[src/rtl/pulse_scheduler_pkg.sv]
// Shared state encoding and default field widths for the pulse scheduler.
// No logic; constants only. No flow control.
package pulse_scheduler_pkg;

    typedef enum logic [1:0] {
        IDLE  = 2'd0,
        PULSE = 2'd1,
        GAP   = 2'd2
    } state_t;

    localparam int DEF_WW = 4;
    localparam int DEF_GW = 3;

endpackage

[src/rtl/rr_arbiter.sv]
// Round-robin pick among active requesters, search starting at ptr.
// Latency: purely combinational. Backpressure: none; caller decides when to use gnt.
module rr_arbiter #(
    parameter int NREQ = 4,
    parameter int PW   = (NREQ > 1) ? $clog2(NREQ) : 1
) (
    input  logic [NREQ-1:0] req,
    input  logic [PW-1:0]   ptr,
    output logic [NREQ-1:0] gnt,
    output logic [PW-1:0]   idx
);

    always_comb begin
        logic found;
        int   cand;
        gnt   = '0;
        idx   = '0;
        found = 1'b0;
        cand  = 0;
        for (int i = 0; i < NREQ; i++) begin
            cand = int'(ptr) + i;
            if (cand >= NREQ)
                cand = cand - NREQ;
            if (!found && req[cand]) begin
                found     = 1'b1;
                gnt[cand] = 1'b1;
                idx       = PW'(cand);
            end
        end
    end

endmodule

[src/rtl/pulse_scheduler.sv]
// Shares one pulse generator among NREQ requesters, one pulse of per-requester width at a time.
// Latency: req sampled at edge k drives pulse high after edge k; optional guard gap after each pulse.
// Backpressure: req is a level; it is ignored while PULSE or GAP is in progress.
module pulse_scheduler
    import pulse_scheduler_pkg::*;
#(
    parameter int NREQ = 4,
    parameter int WW   = DEF_WW,
    parameter int GW   = DEF_GW
) (
    input  logic             clock,
    input  logic             reset_n,
    input  logic [NREQ-1:0]  req,
    input  logic [NREQ*WW-1:0] width_i,
    input  logic [GW-1:0]    gap_i,
    output logic [NREQ-1:0]  grant,
    output logic             pulse,
    output logic [NREQ-1:0]  done,
    output logic             busy
);

    localparam int CW = (WW > GW) ? WW : GW;
    localparam int PW = (NREQ > 1) ? $clog2(NREQ) : 1;

    state_t          state;
    logic [CW-1:0]   count;
    logic [PW-1:0]   rr_ptr;
    logic [PW-1:0]   owner;
    logic [NREQ-1:0] arb_gnt;
    logic [PW-1:0]   arb_idx;
    logic [WW-1:0]   w_sel;

    rr_arbiter #(.NREQ(NREQ), .PW(PW)) u_arb (
        .req (req),
        .ptr (rr_ptr),
        .gnt (arb_gnt),
        .idx (arb_idx)
    );

    assign w_sel = width_i[arb_idx*WW +: WW];

    always_ff @(posedge clock or negedge reset_n) begin
        if (!reset_n) begin
            state  <= IDLE;
            count  <= '0;
            rr_ptr <= '0;
            owner  <= '0;
            grant  <= '0;
            pulse  <= 1'b0;
            done   <= '0;
            busy   <= 1'b0;
        end else begin
            done <= '0;
            case (state)
                IDLE: begin
                    if (req != '0) begin
                        // Zero width behaves as a single-cycle pulse.
                        count <= (w_sel == '0) ? '0 : CW'(w_sel - WW'(1));
                        owner <= arb_idx;
                        grant <= arb_gnt;
                        pulse <= 1'b1;
                        busy  <= 1'b1;
                        state <= PULSE;
                    end
                end
                PULSE: begin
                    if (count == '0) begin
                        pulse  <= 1'b0;
                        done   <= grant;
                        grant  <= '0;
                        rr_ptr <= (int'(owner) == NREQ - 1) ? '0 : owner + PW'(1);
                        if (gap_i != '0) begin
                            count <= CW'(gap_i - GW'(1));
                            state <= GAP;
                        end else begin
                            busy  <= 1'b0;
                            state <= IDLE;
                        end
                    end else begin
                        count <= count - CW'(1);
                    end
                end
                GAP: begin
                    if (count == '0) begin
                        busy  <= 1'b0;
                        state <= IDLE;
                    end else begin
                        count <= count - CW'(1);
                    end
                end
                default: begin
                    grant <= '0;
                    pulse <= 1'b0;
                    busy  <= 1'b0;
                    state <= IDLE;
                end
            endcase
        end
    end

endmodule

[config.mk]
export PLATFORM = sky130hd
export DESIGN_NAME = pulse_scheduler
export DESIGN_NICKNAME = d
export VERILOG_FILES = /design/src/rtl/pulse_scheduler_pkg.sv /design/src/rtl/rr_arbiter.sv /design/src/rtl/pulse_scheduler.sv
export SDC_FILE = /design/constraint.sdc
export NUM_CORES = 1
export LEC_CHECK = 0
export ABC_AREA = 1
export BUFFER_PORTS_ARGS = -buffer_cell sky130_fd_sc_hd__clkbuf_2
export CORE_MARGIN = 2
export CORE_UTILIZATION = 43
export DETAILED_ROUTE_END_ITERATION = 8
export PLACE_DENSITY_LB_ADDON = 0.12
export SYNTH_ARGS = -nofsm -noshare
export SYNTH_HDL_FRONTEND = slang
export SYNTH_SLANG_ARGS = --single-unit
[constraint.sdc]
create_clock -name clock -period 3 [get_ports clock]
set_input_delay 0.3 -clock clock [delete_from_list [all_inputs] [get_ports clock]]
set_output_delay 0.3 -clock clock [all_outputs]
set_load 0.05 [all_outputs]
==> qor.csv <==
metric,value,unit
die_h,67.9,µm
ctsHtreeMaxLevel,1,
ios,35,
yosysMostFrequentCell,nand2_1,
initial_core_util,44.1,%
cts.sinks,20,
synthArstFlopShare,100,%
path_max_fanout,11,
cp-end-kind,register,
path_common_cell,nand2_1,
placementRows,23,
rsz0062_at_grt,false,
grt_first_pass_wirelength,6470,µm
reg2reg_slack,0.32,ns
p_leak,1.09,nW
synth_edf_count,0,
cts_tree,done,
ant_nets,0,
power.density,1270,nW/µm²
drc_errors,0,
clk_path_buf_depth,2,
gp_congestion,0.853,
routed_via_density,4.90,
clk_pin_slew,0.08,ns
crit_path_top_delay_cell,dfrtp_1,
worstSetupPathType,register to register,
fmax,0.372,GHz
relSlewSlack,66.7,%
dpl.cell_count,322,
antenna_found_initial,0,
fin_crit,2.68,ns
yosysUniqueCellTypes,32,
synth_commonest_cells,"nand2_1, inv_1, nand3_1, dfrtp_1, nor2_1",
syn_inst,239,
root_buffer,clkbuf_8,
route.vias.total,1597,
finalMaxSlewViolations,0,
crit-reg2reg-capture,count[0],
area_delta_synth_final,16.7,%
wirelength,3550,µm
hold_buffers,0,
syn_avg_cell_area,7.33,µm²
clock_skew,0.00112,ns
diodes,0,
post-cts-setup-buffer-count,0,
violations,hold timing,
arrival,2.84,ns
hp-class,primary input to async pin,
grt_usage,17.9,%
worst_skew_pair.late_latency,0.25,ns
finalSetupViolations,0,
worst_ep_required_time,3.15,ns
grt_pass1_vias,1533,
synth_nets,277,
final.setup.tns,0,ns
synthFlopType,dfrtp_1,
cp_cell_sequence,"inv_8, ha_1, inv_1, nand3_2, nand2_4, inv_2, nor2_4, nand4_4, nand2_4, nand2_1, nand3_1, nand2_2, nor2_2, nand2_2, nand3_1, nand2_1, nand2_1, nand2_1",
ir_drop,0.000473,V
finalHoldViolations,20,
ys_seq_area_share,28.6,%
fin_hold_ws,-0.00608,ns
synth_top_area_cell,dfrtp_1,
numCtsBuffers,3,
cts_resized,0,
synth_top_cells_by_area,"dfrtp_1, nand2_1, ha_1",
netlist_area,1750,µm²
worst_pin_slew,0.500,ns
firstDrtPassIters,4,
outcome,"complete, but fails checks",
grt_max_degree,21,
cp-start-kind,register,
placeableCoreArea,3970,µm²
io_buffers,34,
yosysTopAreaCellShare,28.6,%
die-area,4600,µm²
worstRegToRegCells,18,
crit_path_max_incr_delay,0.64,ns
crit-reg2reg-launch,rr_ptr[0],
die_width,67.9,µm
yosys_warnings,0,
dpl.hpwl,2990,µm
post-route-period-util,89.5,%
grt_overflow,0,
fin_cells,326,
layout-drive-gt1-share,25.4,%
drtIter0Drc,103,
nNetsFinal,315,
timing.max_cap.violations,0,
ys_ff_latch,20,
routedWlPerCell,10.9,µm
## flip-flops by register name (all words and copies together), names as in the netlist
name,flops
busy,1
count,4
done,4
grant,4
owner,2
pulse,1
rr_ptr,2
state,2
## critical path, delay by kind of cell, from the launching register on
family / cells / cell delay [ns]
flip-flops: 1 / 0.64
AND/OR/NAND/NOR: 14 / 1.27
buffers and inverters: 3 / 0.27
adder cells (fa/ha/maj): 1 / 0.39
## stage by stage
step | power [mW] | setup WS (ns) | hold slack, ns | instance area [µm²] | utilization [%]
5_1_grt | 2.90 | 0.0178 | 0.0290 | 2050 | 51.5
6_report | 2.59 | 0.315 | -0.00608 | 2050 | 51.5
4_1_cts | 2.62 | 0.306 | 0.0193 | 2050 | 51.5
3_5_place_dp | 2.34 | 0.312 | 0.298 | 1970 | 49.7
3_3_place_gp | 2.33 | 0.374 | 0.290 | 1970 | 49.7
2_1_floorplan | 2.02 | 0.691 | 0.00441 | 1750 | -
## kinds of logic (layout without fill, tap and decap cells)
| group | after synthesis | after routing | share of synthesized area (%) |
|---|---|---|---|
| AOI/OAI and AO/OA | 39 | 39 | 13.1 |
| xor gates and xnor gates | 2 | 2 | 0.999 |
| adders and majority gates | 13 | 13 | 9.28 |
| buffers and inverters | 45 | 82 | 10.5 |
| DFF | 20 | 20 | 28.6 |
| and+or+nand+nor | 120 | 120 | 37.5 |
## cell usage in the layout (no fill, tap or decap), drive strengths merged, types with 2 or more instances in the layout
cell and count:
dfrtp 20, a21oi 9, clkbuf 37, nand2 61
nand4 5, nor2 19, o22ai 9, nand3b 2
a221oi 3, inv 44, o21ai 14, a22oi 2
nand3 29, ha 13
## area by class of cell
| type | count | area, µm² |
|---|---|---|
| Fill cell | 395 | 1930 |
| Multi-Input combinational cell | 174 | 1070 |
| Clock inverter | 1 | 30.0 |
| Timing Repair Buffer | 34 | 170 |
| Sequential cell | 20 | 500 |
| Inverter | 44 | 173 |
| Tap cell | 50 | 62.6 |
| Clock buffer | 3 | 41.3 |
## where the power goes
group / internal (mW) / switching, mW
Clock: 0.178 / 0.0916
Sequential: 0.377 / 0.0790
Combinational: 0.637 / 1.23
## layer usage
metal  up-vias  GRT usage (%)  wire [µm]
met2        51           29.7       1520
met5         -              0          0
met1       680           24.7       1800
met3         2           2.63        193
li1        864              -          -
met4         0           3.75         27
## how the worst max path moves through the flow
| stage | startpoint | endpoint | slack [ns] | cells past startpoint |
|---|---|---|---|---|
| finish | rr_ptr[0] | count[0] | 0.32 | 18 |
| global route | rr_ptr[0] | count[0] | 0.02 | 18 |
| CTS | rr_ptr[0] | count[0] | 0.31 | 18 |
| detailed placement | rr_ptr[0] | count[0] | 0.31 | 18 |
| global placement | rr_ptr[0] | count[0] | 0.37 | 18 |
| floorplan | rr_ptr[0] | count[0] | 0.69 | 21 |
(Power assumes the default switching activity.)
